$ cat src/rtl/envase_sequencer.sv
// Bottling-station controller: conveyor, fill valve and capper sequencing, bottle/cork counter strobes, box tracking, alarms.
// Optional FILL_WATCHDOG_EN: when defined, a bottle that does not reach level_full within FILL_TIMEOUT cycles raises alarm code 01.
module envase_sequencer #(
  parameter int FILL_TIMEOUT = 64,
  parameter int SEAL_CYCLES  = 4,
  parameter int BATCH_SIZE   = 12,
  parameter int DISP_MAX     = 200
) (
  input  logic       clk,
  input  logic       reset,
  input  logic       start,
  input  logic       stop,
  input  logic       bottle_present,
  input  logic       level_full,
  input  logic       ack,
  input  logic       refill_req,
  input  logic [7:0] refill_qty,
  input  logic [7:0] cork_count,
  output logic       motor_on,
  output logic       valve_open,
  output logic       seal_on,
  output logic       cnt_inc,
  output logic       disp_dec,
  output logic       disp_load,
  output logic [7:0] disp_data,
  output logic       batch_done,
  output logic [7:0] batch_count,
  output logic       alarm,
  output logic [1:0] alarm_code,
  output logic [2:0] state
);

  localparam logic [2:0] S_IDLE   = 3'd0;
  localparam logic [2:0] S_CONVEY = 3'd1;
  localparam logic [2:0] S_FILL   = 3'd2;
  localparam logic [2:0] S_SEAL   = 3'd3;
  localparam logic [2:0] S_COUNT  = 3'd4;
  localparam logic [2:0] S_ALARM  = 3'd5;

  localparam logic [1:0] CODE_NONE    = 2'b00;
  localparam logic [1:0] CODE_TIMEOUT = 2'b01;
  localparam logic [1:0] CODE_EMPTY   = 2'b10;

  logic [2:0] cur_state, nxt_state;
  logic [3:0] seal_cnt;
  logic       stop_latch;
  logic       alarm_set;
  logic [1:0] alarm_val;
  logic [1:0] code_r;
  logic [7:0] batch_r;
  logic       load_r;
  logic [7:0] data_r;
  logic       fill_expired;
  logic       seal_last;
  logic       batch_last;

  // Room left in the dispenser, computed wide and signed so an overfull dispenser yields 0.
  function automatic logic [7:0] refill_amount(input logic [7:0] qty, input logic [7:0] level);
    logic signed [9:0] room;
    logic signed [9:0] offer;
    room  = $signed(10'(DISP_MAX)) - $signed({2'b00, level});
    offer = $signed({2'b00, qty});
    if (room <= 10'sd0)
      return 8'd0;
    else if (offer > room)
      return room[7:0];
    else
      return qty;
  endfunction

`ifdef FILL_WATCHDOG_EN
  logic [7:0] fill_timer;

  always_ff @(posedge clk) begin
    if (reset || cur_state != S_FILL)
      fill_timer <= 8'd0;
    else
      fill_timer <= fill_timer + 8'd1;
  end

  assign fill_expired = (fill_timer == 8'(FILL_TIMEOUT - 1));
`else
  assign fill_expired = 1'b0;
`endif

  assign seal_last  = (seal_cnt == 4'(SEAL_CYCLES - 1));
  assign batch_last = (batch_r == 8'(BATCH_SIZE - 1));

  always_ff @(posedge clk) begin
    if (reset)
      cur_state <= S_IDLE;
    else
      cur_state <= nxt_state;
  end

  always_comb begin
    nxt_state = cur_state;
    alarm_set = 1'b0;
    alarm_val = CODE_NONE;
    case (cur_state)
      S_IDLE: begin
        if (start && !stop) begin
          if (cork_count != 8'd0) begin
            nxt_state = S_CONVEY;
          end else begin
            nxt_state = S_ALARM;
            alarm_set = 1'b1;
            alarm_val = CODE_EMPTY;
          end
        end
      end
      S_CONVEY: begin
        if (stop)
          nxt_state = S_IDLE;
        else if (bottle_present)
          nxt_state = S_FILL;
      end
      S_FILL: begin
        if (level_full) begin
          nxt_state = S_SEAL;
        end else if (fill_expired) begin
          nxt_state = S_ALARM;
          alarm_set = 1'b1;
          alarm_val = CODE_TIMEOUT;
        end
      end
      S_SEAL: begin
        if (seal_last)
          nxt_state = S_COUNT;
      end
      S_COUNT: begin
        if (cork_count == 8'd0) begin
          nxt_state = S_ALARM;
          alarm_set = 1'b1;
          alarm_val = CODE_EMPTY;
        end else if (stop_latch) begin
          nxt_state = S_IDLE;
        end else begin
          nxt_state = S_CONVEY;
        end
      end
      S_ALARM: begin
        if (ack)
          nxt_state = S_IDLE;
      end
      default: nxt_state = S_IDLE;
    endcase
  end

  always_ff @(posedge clk) begin
    if (reset) begin
      seal_cnt   <= 4'd0;
      stop_latch <= 1'b0;
      code_r     <= CODE_NONE;
      batch_r    <= 8'd0;
      load_r     <= 1'b0;
      data_r     <= 8'd0;
    end else begin
      seal_cnt <= (cur_state == S_SEAL) ? seal_cnt + 4'd1 : 4'd0;

      // A halt requested mid-bottle is remembered until that bottle is counted.
      if (cur_state == S_COUNT || cur_state == S_ALARM)
        stop_latch <= 1'b0;
      else if ((cur_state == S_FILL || cur_state == S_SEAL) && stop)
        stop_latch <= 1'b1;

      if (alarm_set)
        code_r <= alarm_val;
      else if (cur_state == S_ALARM && ack)
        code_r <= CODE_NONE;

      if (cur_state == S_COUNT)
        batch_r <= batch_last ? 8'd0 : batch_r + 8'd1;

      if (refill_req && (cur_state == S_IDLE || cur_state == S_ALARM)) begin
        load_r <= 1'b1;
        data_r <= refill_amount(refill_qty, cork_count);
      end else begin
        load_r <= 1'b0;
        data_r <= 8'd0;
      end
    end
  end

  always_comb begin
    motor_on   = (cur_state == S_CONVEY);
    valve_open = (cur_state == S_FILL);
    seal_on    = (cur_state == S_SEAL);
    disp_dec   = (cur_state == S_SEAL) && (seal_cnt == 4'd0);
    cnt_inc    = (cur_state == S_COUNT);
    batch_done = (cur_state == S_COUNT) && batch_last;
    alarm      = (cur_state == S_ALARM);
  end

  assign alarm_code  = code_r;
  assign batch_count = batch_r;
  assign disp_load   = load_r;
  assign disp_data   = data_r;
  assign state       = cur_state;

endmodule

$ cat config.mk
export PLATFORM = sky130hd
export DESIGN_NAME = envase_sequencer
export DESIGN_NICKNAME = d
export VERILOG_FILES = /design/src/rtl/envase_sequencer.sv
export SDC_FILE = /design/constraint.sdc
export NUM_CORES = 1
export LEC_CHECK = 0
export ABC_AREA = 1
export CORE_MARGIN = 10
export CORE_UTILIZATION = 25
export CTS_BUF_LIST = sky130_fd_sc_hd__clkbuf_16
export DETAILED_ROUTE_END_ITERATION = 10
export PLACE_DENSITY = 0.45
export SETUP_SLACK_MARGIN = 0.5
export SLEW_MARGIN = 20
export SYNTH_ARGS = -nofsm -noshare
export SYNTH_HDL_FRONTEND = slang
export SYNTH_SLANG_ARGS = --single-unit
$ cat constraint.sdc
create_clock -name clk -period 3.34 [get_ports clk]
set_input_delay 1.002 -clock clk [delete_from_list [all_inputs] [get_ports clk]]
set_output_delay 1.002 -clock clk [all_outputs]
set_load 0.005 [all_outputs]
==> impl_metrics.csv, run 1 <==
group,metric,value,unit
detailed_routing,drc_errors,0,
detailed_routing,routed_wl,4.53,mm
setup_path,r2r_end,"disp_data[6]$_SDFF_PP0_",
setup_path,reg2reg_from,"state[1]$_SDFFE_PP0P_",
sta,fin_ws,0.631,ns
setup_path,arrival,2.86,ns
sta,finalMaxSlewViolations,0,
cells_and_area,area_delta_synth_final,58.4,%
die,die_x,103,um
hold_path,hold_depth,2,
place,io_buffers,51,
sta,final_hold_viol_count,0,
place,pre_cts_ws,-0.105,ns
detailed_routing,wl_per_cell,11.5,um
global_routing,grt_max_degree,14,
clock_tree,worstSkewPairLatency,0.25,ns
yosys,synthCells,243,
hold_path,min_path_type,"flip-flop to flip-flop",
setup_path,crit_path_end,"disp_data[6]$_SDFF_PP0_",
clock_tree,cts_inserted_buffers,3,
yosys,synth_fp_nets,280,
yosys,ys_types,37,
detailed_routing,first_iter_violations,61,
clock_tree,htree_levels,1,
yosys,synth_flop_cell,"dfxtp_1",
setup_path,cp-end-kind,"flip-flop",
yosys,yosysSeqAreaShare,30.4,%
global_routing,grt_pass1_vias,1690,
clock_tree,cts_root_buffer,"clkbuf_16",
yosys,ys_async_sr_fraction,0,%
sta,fin_crit_sh,81.1,%
place,placed_area,2390,um^2
setup_path,reg2reg_slack,1.92,ns
yosys,yosys_warnings,0,
die,io_pins,53,
detailed_routing,via_per_inst,4.29,
global_routing,grt_use_total,8.48,%
status,outcome,"finished, final reports clean",
setup_path,critPathMaxStageDelay,0.62,ns
sta,finalSetupViolations,0,
place,globalplace.congestion,0.771,
detailed_routing,dr.pass1.iters,4,
detailed_routing,ant_nets,0,
setup_path,cpLargestDelayFamily,"buffers and inverters",
setup_path,crit_fanout,8,
detailed_routing,vias,1696,
cells_and_area,nets,354,
global_routing,antenna_found_initial,0,
setup_path,start_kind,"primary input",
clock_tree,clock_sinks,26,
cells_and_area,diodes,0,
setup_path,cpMaxStageDelayCell,"clkdlybuf4s50_1",
yosys,synth-edff-count,0,
clock_tree,clock_path_buffers,2,
pwr,p_leak,1.12,nW
sta,timing.final.crit_period,2.71,ns
clock_tree,clk_pin_slew_worst_paths,0.06,ns
yosys,syn_area,1710,um^2
pwr,power_density,450,nW/um^2
clock_tree,holdBufCountCts,0,
cells_and_area,finish.utilization,40.4,%
global_routing,grt_pass1_wl,7.40,mm
cells_and_area,drive_gt1_share,28.6,%
pwr,totalPowerFinal,1.22,mW
sta,fmax,369,MHz
global_routing,overflow,0,
sta,fin_skew,0.00177,ns
cells_and_area,design_area,2710,um^2
cells_and_area,final_common_cell,"clkdlybuf4s50_1",
setup_path,crit_start,"cork_count[6]",
sta,hold_ws,0.459,ns
setup_path,path_class,"primary input to flip-flop",
place,post-dp-hpwl,3.77,mm
die,initial_core_util,25.5,%
setup_path,cp.depth,13,
setup_path,crit_required,3.49,ns
setup_path,cp.buffers_inverters,3,
die,dieArea,10600,um^2
setup_path,reg2reg_depth,9,
pwr,peakVddDrop,0.120,mV
cells_and_area,final_cell_mix,"46 x clkdlybuf4s50_1, 37 x nand2_1, 36 x inv_1",
die,core_area,6720,um^2
run,cap_violations,0,
die,row_count,30,
setup_path,path_cells,"clkdlybuf4s50_1 -> inv_1 -> nand4_1 -> nand2_1 -> inv_1 -> ha_4 -> a21o_1 -> a21oi_2 -> nand2_2 -> nand2_4 -> nand2_8 -> nand2_2 -> a21oi_2",
yosys,syn_area_per_cell,7.05,um^2
sta,rsz0062_at_grt,"yes",
die,die_h,103,um
yosys,synth-seq-cells,26,
clock_tree,cts_tree,"yes",
-- cells in the mapped netlist (2+ instances only) --
cell type   n  area [um^2]
a21oi_1     7         35.0
a21oi_2     8         70.1
dfxtp_1    26          521
ha_1       13          163
inv_1      39          146
inv_2       3         11.3
nand2_1    53          199
nand2_2     4         25.0
nand3_1    19         95.1
nand4_1     2         12.5
nor2_1     26         97.6
nor2_2      5         31.3
nor2_4      3         33.8
nor3_1      4         20.0
nor3_2      2         20.0
nor3b_1     2         15.0
o21ai_0     3         15.0
o21ai_1     2         10.0
o21ai_2     3         26.3
xnor2_1     2         17.5
-- metrics by stage --
step | setup TNS (ns) | std cells
after floorplan | 0 | 243
after global placement | -0.412 | 383
after detailed placement | -0.775 | 383
after CTS | 0 | 392
after global routing | 0 | 395
final | 0 | 395
-- logic make-up (layout without fill, tap and decap cells) --
logic type,count (synthesis),after routing,synth area share [%]
compound gates,26,26,10.3
xor+xnor,3,3,1.53
fa+ha+maj,13,13,9.50
buf+inv,43,114,9.64
flops,26,26,30.4
other cells,1,1,0.219
simple gates,131,132,38.4
-- repair_timing --
action	4_1_cts	5_1_grt
cloned	1	0
buffers inserted	5	3
pin swaps	8	9
resized for setup	31	12
setup endpoints to repair	9	10
-- cell type report --
| class | count | area (um^2) |
|---|---|---|
| timing repair buffer | 69 | 656 |
| clock buffer | 3 | 75.1 |
| multi-input combinational | 175 | 1200 |
| tap | 80 | 100 |
| inverter | 42 | 158 |
| fill | 706 | 4010 |
| sequential | 26 | 523 |
-- state kept, by name, summed over array words and instances (netlist names) --
register     cells
state            3
disp_load        1
batch_count      8
alarm_code       1
stop_latch       1
seal_cnt         4
disp_data        8
-- worst min-delay path: cells and delay by family, from the launching register on --
family	cells	cell delay [ns]
AOI/OAI and AO/OA	1	0.06
buffers and inverters	1	0.05
DFF	1	0.31
-- how the worst min path moves through the flow --
stage,start,to,slack (ns)
after global routing,alarm_code[1]$_SDFFE_PP0P_,alarm_code[1]$_SDFFE_PP0P_,0.49
after CTS,stop_latch$_SDFFE_PP0P_,stop_latch$_SDFFE_PP0P_,0.45
after global placement,stop_latch$_SDFFE_PP0P_,stop_latch$_SDFFE_PP0P_,0.44
final,stop_latch$_SDFFE_PP0P_,stop_latch$_SDFFE_PP0P_,0.46
after detailed placement,stop_latch$_SDFFE_PP0P_,stop_latch$_SDFFE_PP0P_,0.44
after floorplan,stop_latch$_SDFFE_PP0P_,stop_latch$_SDFFE_PP0P_,0.43
-- layer usage --
layer,track usage [%],vias to the layer above,wire (um)
met5,0,-,0
met3,1.74,4,225
li1,-,915,-
met4,3.32,0,61
met2,14.6,28,2210
met1,10.1,749,2030
-- report_power, final --
part           leakage (nW)  switching (mW)  total (mW)  internal [mW]
clock                0.0370          0.0982       0.256          0.158
sequential            0.211          0.0537       0.409          0.356
combinational         0.875           0.279       0.556          0.277
total                  1.12           0.430        1.22          0.791
(Power assumes the default switching activity.)
==> run 2, diff against run 1 <==
--- a/config.mk
+++ b/config.mk
@@ -10,7 +10,7 @@
 export CORE_UTILIZATION = 25
 export CTS_BUF_LIST = sky130_fd_sc_hd__clkbuf_16
 export DETAILED_ROUTE_END_ITERATION = 10
-export PLACE_DENSITY = 0.45
+export PLACE_DENSITY = 0.47
 export SETUP_SLACK_MARGIN = 0.5
 export SLEW_MARGIN = 20
 export SYNTH_ARGS = -nofsm -noshare
==> constraint.sdc (replaced) <==
create_clock -name clk -period 2.3 [get_ports clk]
set_input_delay 0.69 -clock clk [delete_from_list [all_inputs] [get_ports clk]]
set_output_delay 0.69 -clock clk [all_outputs]
set_load 0.005 [all_outputs]
==> run 2 against run 1 <==
The flow now finishes with violations (negative setup slack). Critical path depth grew 5. Non-clock buffer count grew 50. Clock power grew 52%. Flip-flop and latch count is the same. Combinational power grew 120%. Critical path type unchanged.
==> impl_metrics.csv, run 2 (synthesis results as in run 1) <==
group,metric,value,unit
detailed_routing,wl_per_cell,13.1,um
die,dieArea,10600,um^2
setup_path,crit_fanout,8,
sta,rsz0062_at_grt,"yes",
pwr,p_sw,826,uW
pwr,peakVddDrop,0.287,mV
detailed_routing,ant_nets,0,
setup_path,path_class,"primary input to flip-flop",
sta,finalMaxSlewViolations,0,
detailed_routing,first_iter_violations,52,
global_routing,antenna_found_initial,0,
setup_path,crit_required,2.46,ns
cells_and_area,design_area,3350,um^2
die,io_pins,53,
global_routing,grt_use_total,10.8,%
setup_path,reg2reg_depth,14,
pwr,p_clk_share,17.7,%
cells_and_area,final_cell_mix,"48 x buf_4, 25 x inv_1, 25 x nand2_1, 25 x buf_6, 22 x nand2_2",
cells_and_area,ff_latch_area,544,um^2
die,die_x,103,um
clock_tree,cts_root_buffer,"clkbuf_16",
detailed_routing,routed_wl,5.84,mm
clock_tree,worstSkewPairLatency,0.26,ns
clock_tree,clk_pin_slew_worst_paths,0.06,ns
sta,final_hold_viol_count,0,
run,cap_violations,0,
detailed_routing,vias,1944,
cells_and_area,diodes,0,
pwr,p_int,1.37,mW
clock_tree,cts_inserted_buffers,3,
hold_path,holdPathEnd,"stop_latch$_SDFFE_PP0P_",
cells_and_area,finish.utilization,49.8,%
die,die_h,103,um
cells_and_area,multi_input_area,1370,um^2
setup_path,reg2reg_from,"state[1]$_SDFFE_PP0P_",
hold_path,min_from,"stop_latch$_SDFFE_PP0P_",
place,io_buffers,51,
clock_tree,cts_tree,"yes",
sta,fin_skew,0.00235,ns
global_routing,overflow,0,
sta,finalSetupViolations,5,
place,placed_cells,401,
setup_path,cp-end-kind,"flip-flop",
sta,fin_crit_sh,101,%
sta,timing.final.crit_period,2.31,ns
clock_tree,htree_levels,1,
detailed_routing,dr.pass1.iters,4,
detailed_routing,via_per_inst,4.37,
setup_path,reg2reg_slack,0.41,ns
pwr,power_density,656,nW/um^2
die,row_count,30,
clock_tree,holdBufCountCts,0,
global_routing,grt_pass1_vias,2002,
pwr,totalPowerFinal,2.19,mW
clock_tree,clock_path_buffers,2,
cells_and_area,area_delta_synth_final,95.3,%
die,core_area,6720,um^2
cells_and_area,drive_gt1_share,54.2,%
pwr,seqPwrFrac,26.6,%
die,initial_core_util,25.5,%
pwr,p_leak,1.59,nW
global_routing,grt_pass1_wl,9.23,mm
clock_tree,clock_sinks,26,
setup_path,arrival,2.47,ns
status,outcome,"finished, violations left",
cells_and_area,fin_cells,445,
cells_and_area,final_common_cell,"buf_4",
pwr,comb_power_share,55.7,%
place,pre_cts_ws,-0.883,ns
setup_path,start_kind,"primary input",
detailed_routing,drc_errors,0,
hold_path,hold_depth,2,
cells_and_area,nets,404,
hold_path,min_path_type,"flip-flop to flip-flop",
place,globalplace.congestion,0.813,
global_routing,grt_max_degree,14,
cells_and_area,n_fill_cell,652,
status,violations,"negative setup slack",
setup_path,r2r_end,"batch_count[5]$_SDFFE_PP0P_",
sta,fmax,432,MHz
place,placed_area,2600,um^2
sta,fin_ws,-0.0149,ns
place,post-dp-hpwl,4.16,mm
pwr,p_sw_share,37.6,%
==> run 2: changes by cell type in the layout (fill, tap and decap cells not counted), sizes merged <==
| cell | delta |
|---|---|
| buf | +58 |
| clkdlybuf4s50 | -29 |
| dlygate4sd2 | +14 |
| dlymetal6s2s | +4 |
| clkbuf | +2 |
| clkdlybuf4s15 | +1 |
==> run 2: how the worst max path moves through the flow <==
stage | cells past startpoint | start | to
3_3_place_gp | 18 | cork_count[1] | disp_data[7]$_SDFF_PP0_
2_1_floorplan | 16 | cork_count[0] | disp_data[1]$_SDFF_PP0_
6_report | 18 | cork_count[1] | disp_data[0]$_SDFF_PP0_
5_1_grt | 18 | cork_count[1] | disp_data[0]$_SDFF_PP0_
3_5_place_dp | 18 | cork_count[1] | disp_data[1]$_SDFF_PP0_
4_1_cts | 19 | cork_count[0] | disp_data[4]$_SDFF_PP0_
==> run 2: routing by layer <==
metal | routed length [um] | track usage [%]
met4 | 94 | 4.49
met3 | 225 | 1.68
met5 | 0 | 0
met2 | 3170 | 20.3
met1 | 2350 | 11.7
==> run 2: power groups by stage <==
stage	registers, mW	clock network (mW)	logic (mW)
final	0.583	0.388	1.22
after global routing	0.589	0.414	1.34
after CTS	0.578	0.407	1.06
after detailed placement	0.587	0	0.808
after global placement	0.590	0	0.806
after floorplan	0.585	0	0.435
==> run 2: through the flow <==
stage,TNS [ns],hold WS (ns)
after floorplan,-0.512,0.426
after global placement,-7.04,0.439
after detailed placement,-7.35,0.444
after CTS,0,0.454
after global routing,-0.931,0.489
final,-0.0330,0.462
==> run 2: layout make-up <==
cell class | count | share of cell area [%]
tap | 80 | 2.99
multi-input combinational | 175 | 40.9
clock buffer | 3 | 2.24
sequential | 26 | 16.3
timing repair buffer | 119 | 31.9
inverter | 42 | 5.68
==> run 2: what timing repair did <==
| action | 4_1_cts | 5_1_grt |
|---|---|---|
| resized for setup | 119 | 57 |
| endpoints found under the setup margin | 33 | 29 |
| pin swaps | 34 | 30 |
| cloned | 1 | 0 |
| buffers inserted | 33 | 7 |
| endpoints found under the hold margin | 0 | 0 |
==> run 2: critical path, stage by stage <==
cell     delay (ns)
buf_6          0.09
buf_6          0.12
inv_12         0.05
ha_4           0.14
nand2_2        0.06
nand2_2        0.09
nand3_2        0.08
nand2_2        0.08
nand2_2        0.06
inv_2          0.06
ha_4           0.19
a21o_1         0.16
a21oi_2        0.15
nand2_2        0.10
nand2_4        0.12
nand2_8        0.10
nand2_4        0.08
a21oi_2        0.05
==> run 3, diff against run 2 <==
--- a/config.mk
+++ b/config.mk
@@ -6,12 +6,14 @@
 export NUM_CORES = 1
 export LEC_CHECK = 0
 export ABC_AREA = 1
+export CORE_ASPECT_RATIO = 0.9
 export CORE_MARGIN = 10
 export CORE_UTILIZATION = 25
 export CTS_BUF_LIST = sky130_fd_sc_hd__clkbuf_16
 export DETAILED_ROUTE_END_ITERATION = 10
 export PLACE_DENSITY = 0.47
 export SETUP_SLACK_MARGIN = 0.5
+export SKIP_LAST_GASP = 1
 export SLEW_MARGIN = 20
 export SYNTH_ARGS = -nofsm -noshare
 export SYNTH_HDL_FRONTEND = slang
==> run 3 against run 2 <==
The run now ends clean. Design area rose by 2.9%. Routed wire length down 4.2%. Worst setup slack better by 0.036 ns. Cell count grew 3.6%. Hold slack better by 0.0011 ns. Die area barely moved. Register-to-register slack got worse by 0.22 ns. Global-route usage shrank 0.48 points. Sequential power barely moved. Flip-flop and latch count did not move. Critical path depth decreased by 1. Non-clock buffer count grew 5. Critical path type unchanged. Largest cell class unchanged. Largest power group unchanged. Highest routed layer unchanged.
==> impl_metrics.csv, run 3 (synthesis results as in run 1) <==
group,metric,value,unit
detailed_routing,route.layer.met1.wl,2.53,mm
sta,final_hold_viol_count,0,
die,row_count,28,
pwr,totalPowerFinal,2.19,mW
setup_path,arrival,2.47,ns
clock_tree,clock_sinks,26,
detailed_routing,drc_errors,0,
setup_path,start_kind,"primary input",
detailed_routing,wl_per_cell,12.1,um
sta,hold_ws,0.463,ns
sta,finalSetupViolations,0,
place,io_buffers,51,
clock_tree,cts_root_buffer,"clkbuf_16",
pwr,p_leak,1.67,nW
global_routing,overflow,0,
clock_tree,cts_inserted_buffers,3,
clock_tree,holdBufCountCts,0,
place,globalplace.congestion,0.774,
cells_and_area,final_cell_mix,"52 x buf_4, 27 x nand2_1, 25 x inv_1, 25 x buf_6, 22 x clkdlybuf4s50_1",
sta,finalMaxSlewViolations,0,
sta,fin_setup_tns,0,ns
sta,fin_crit_sh,99.1,%
cells_and_area,design_area,3440,um^2
clock_tree,worstSkewPairLatency,0.26,ns
detailed_routing,dr.pass1.iters,4,
run,cap_violations,0,
clock_tree,cts_tree,"yes",
setup_path,crit_fanout,8,
sta,fin_skew,0.00482,ns
place,placed_area,2620,um^2
detailed_routing,routed_wl,5.59,mm
global_routing,grt_use_total,10.3,%
global_routing,grt_pass1_wl,9.16,mm
detailed_routing,top_layer,"met4",
sta,timing.final.crit_period,2.28,ns
cells_and_area,area_delta_synth_final,101,%
detailed_routing,wl_met3,290,um
place,post-dp-hpwl,3.93,mm
setup_path,cpLargestDelayFamily,"simple AND/OR/NAND/NOR gates",
cells_and_area,nets,409,
setup_path,cp-end-kind,"flip-flop",
cells_and_area,drive_gt1_share,53.4,%
cells_and_area,diodes,0,
hold_path,min_path_type,"flip-flop to flip-flop",
cells_and_area,finish.utilization,52.0,%
pwr,peakVddDrop,0.348,mV
sta,fmax,439,MHz
place,placed_cells,412,
die,die_x,107,um
pwr,power_density,635,nW/um^2
global_routing,grt_pass1_vias,1973,
cells_and_area,n_fill_cell,610,
detailed_routing,first_iter_violations,31,
setup_path,critPathMaxStageDelay,0.26,ns
setup_path,path_class,"primary input to flip-flop",
die,die_h,98.5,um
global_routing,antenna_found_initial,0,
place,pre_cts_ws,-0.766,ns
global_routing,grt_max_degree,15,
cells_and_area,fin_cells,461,
die,core_area,6620,um^2
sta,fin_ws,0.0215,ns
setup_path,cp.buffers_inverters,4,
status,outcome,"finished, final reports clean",
cells_and_area,final_common_cell,"buf_4",
clock_tree,htree_levels,1,
die,initial_core_util,25.9,%
die,dieArea,10600,um^2
clock_tree,clk_pin_slew_worst_paths,0.07,ns
setup_path,path_cells,"buf_6 -> buf_8 -> inv_12 -> ha_4 -> nand2_4 -> nand2_4 -> nand4_1 -> nand2_2 -> inv_2 -> ha_4 -> and3_4 -> nand2_4 -> nand2_4 -> nand2_8 -> nand2_8 -> nand2_4 -> a21oi_2",
setup_path,cpMaxStageDelayCell,"ha_4",
detailed_routing,wl_met2,2.74,mm
detailed_routing,vias,1951,
sta,rsz0062_at_grt,"yes",
detailed_routing,via_per_inst,4.23,
setup_path,crit_required,2.50,ns
setup_path,crit_top_cell,"nand2_4",
die,io_pins,53,
clock_tree,clock_path_buffers,2,
detailed_routing,ant_nets,0,
==> run 3: changes by cell type in the layout (fill, tap and decap cells not counted), moves of 4 or more <==
cell | before | now
buf_4 | 48 | 52
clkdlybuf4s50_1 | 17 | 22
dlygate4sd2_1 | 18 | 13
nand2_2 | 22 | 13
nand2_4 | 10 | 17
==> run 3: final cells by class <==
| type | instances | area [um^2] | area share [%] |
|---|---|---|---|
| Multi-Input combinational cell | 175 | 1400 | 40.6 |
| Sequential cell | 26 | 541 | 15.7 |
| Timing Repair Buffer | 124 | 1120 | 32.5 |
| Tap cell | 90 | 113 | 3.27 |
| Clock inverter | 1 | 3.75 | 0.109 |
| Inverter | 42 | 193 | 5.60 |
| Clock buffer | 3 | 75.1 | 2.18 |
==> run 3: what timing repair did <==
action                     4_1_cts  5_1_grt
resized for setup              107       75
buffers inserted                33       11
gates cloned                     1        0
setup endpoints to repair       31       28
pin swaps                       34       40
==> run 3: worst register-to-register path, cell delays in order, from the launching register on <==
cell     delay (ns)
dfxtp_4        0.36
buf_6          0.12
nor2_4         0.14
nand2_4        0.07
buf_6          0.12
nor2_4         0.11
buf_6          0.11
buf_6          0.08
buf_6          0.08
buf_6          0.08
buf_6          0.08
buf_6          0.08
buf_6          0.10
nand2_4        0.05
nor3_4         0.17
nand2_1        0.10
nand2_1        0.06
nor3b_2        0.13
==> run 3: final timing paths <==
kind / from / end / cells after the start / slack, ns
min: stop_latch$_SDFFE_PP0P_ / stop_latch$_SDFFE_PP0P_ / 2 / 0.46
min reg2reg: stop_latch$_SDFFE_PP0P_ / stop_latch$_SDFFE_PP0P_ / 2 / 0.46
max reg2reg: state[1]$_SDFFE_PP0P_ / batch_count[6]$_SDFFE_PP0P_ / 17 / 0.19
max: cork_count[1] / disp_data[4]$_SDFF_PP0_ / 17 / 0.02
==> run 3: metal layers <==
layer / GRT usage (%) / vias to the layer above
met3: 2.80 / 2
met1: 13.0 / 874
met2: 16.8 / 45
li1: - / 1030
met4: 2.91 / 0
met5: 0 / -
==> run 3: where the power goes <==
group          switching, mW  internal (mW)
sequential            0.0541          0.529
combinational          0.582          0.631
clock                  0.158          0.233
total                  0.794           1.39
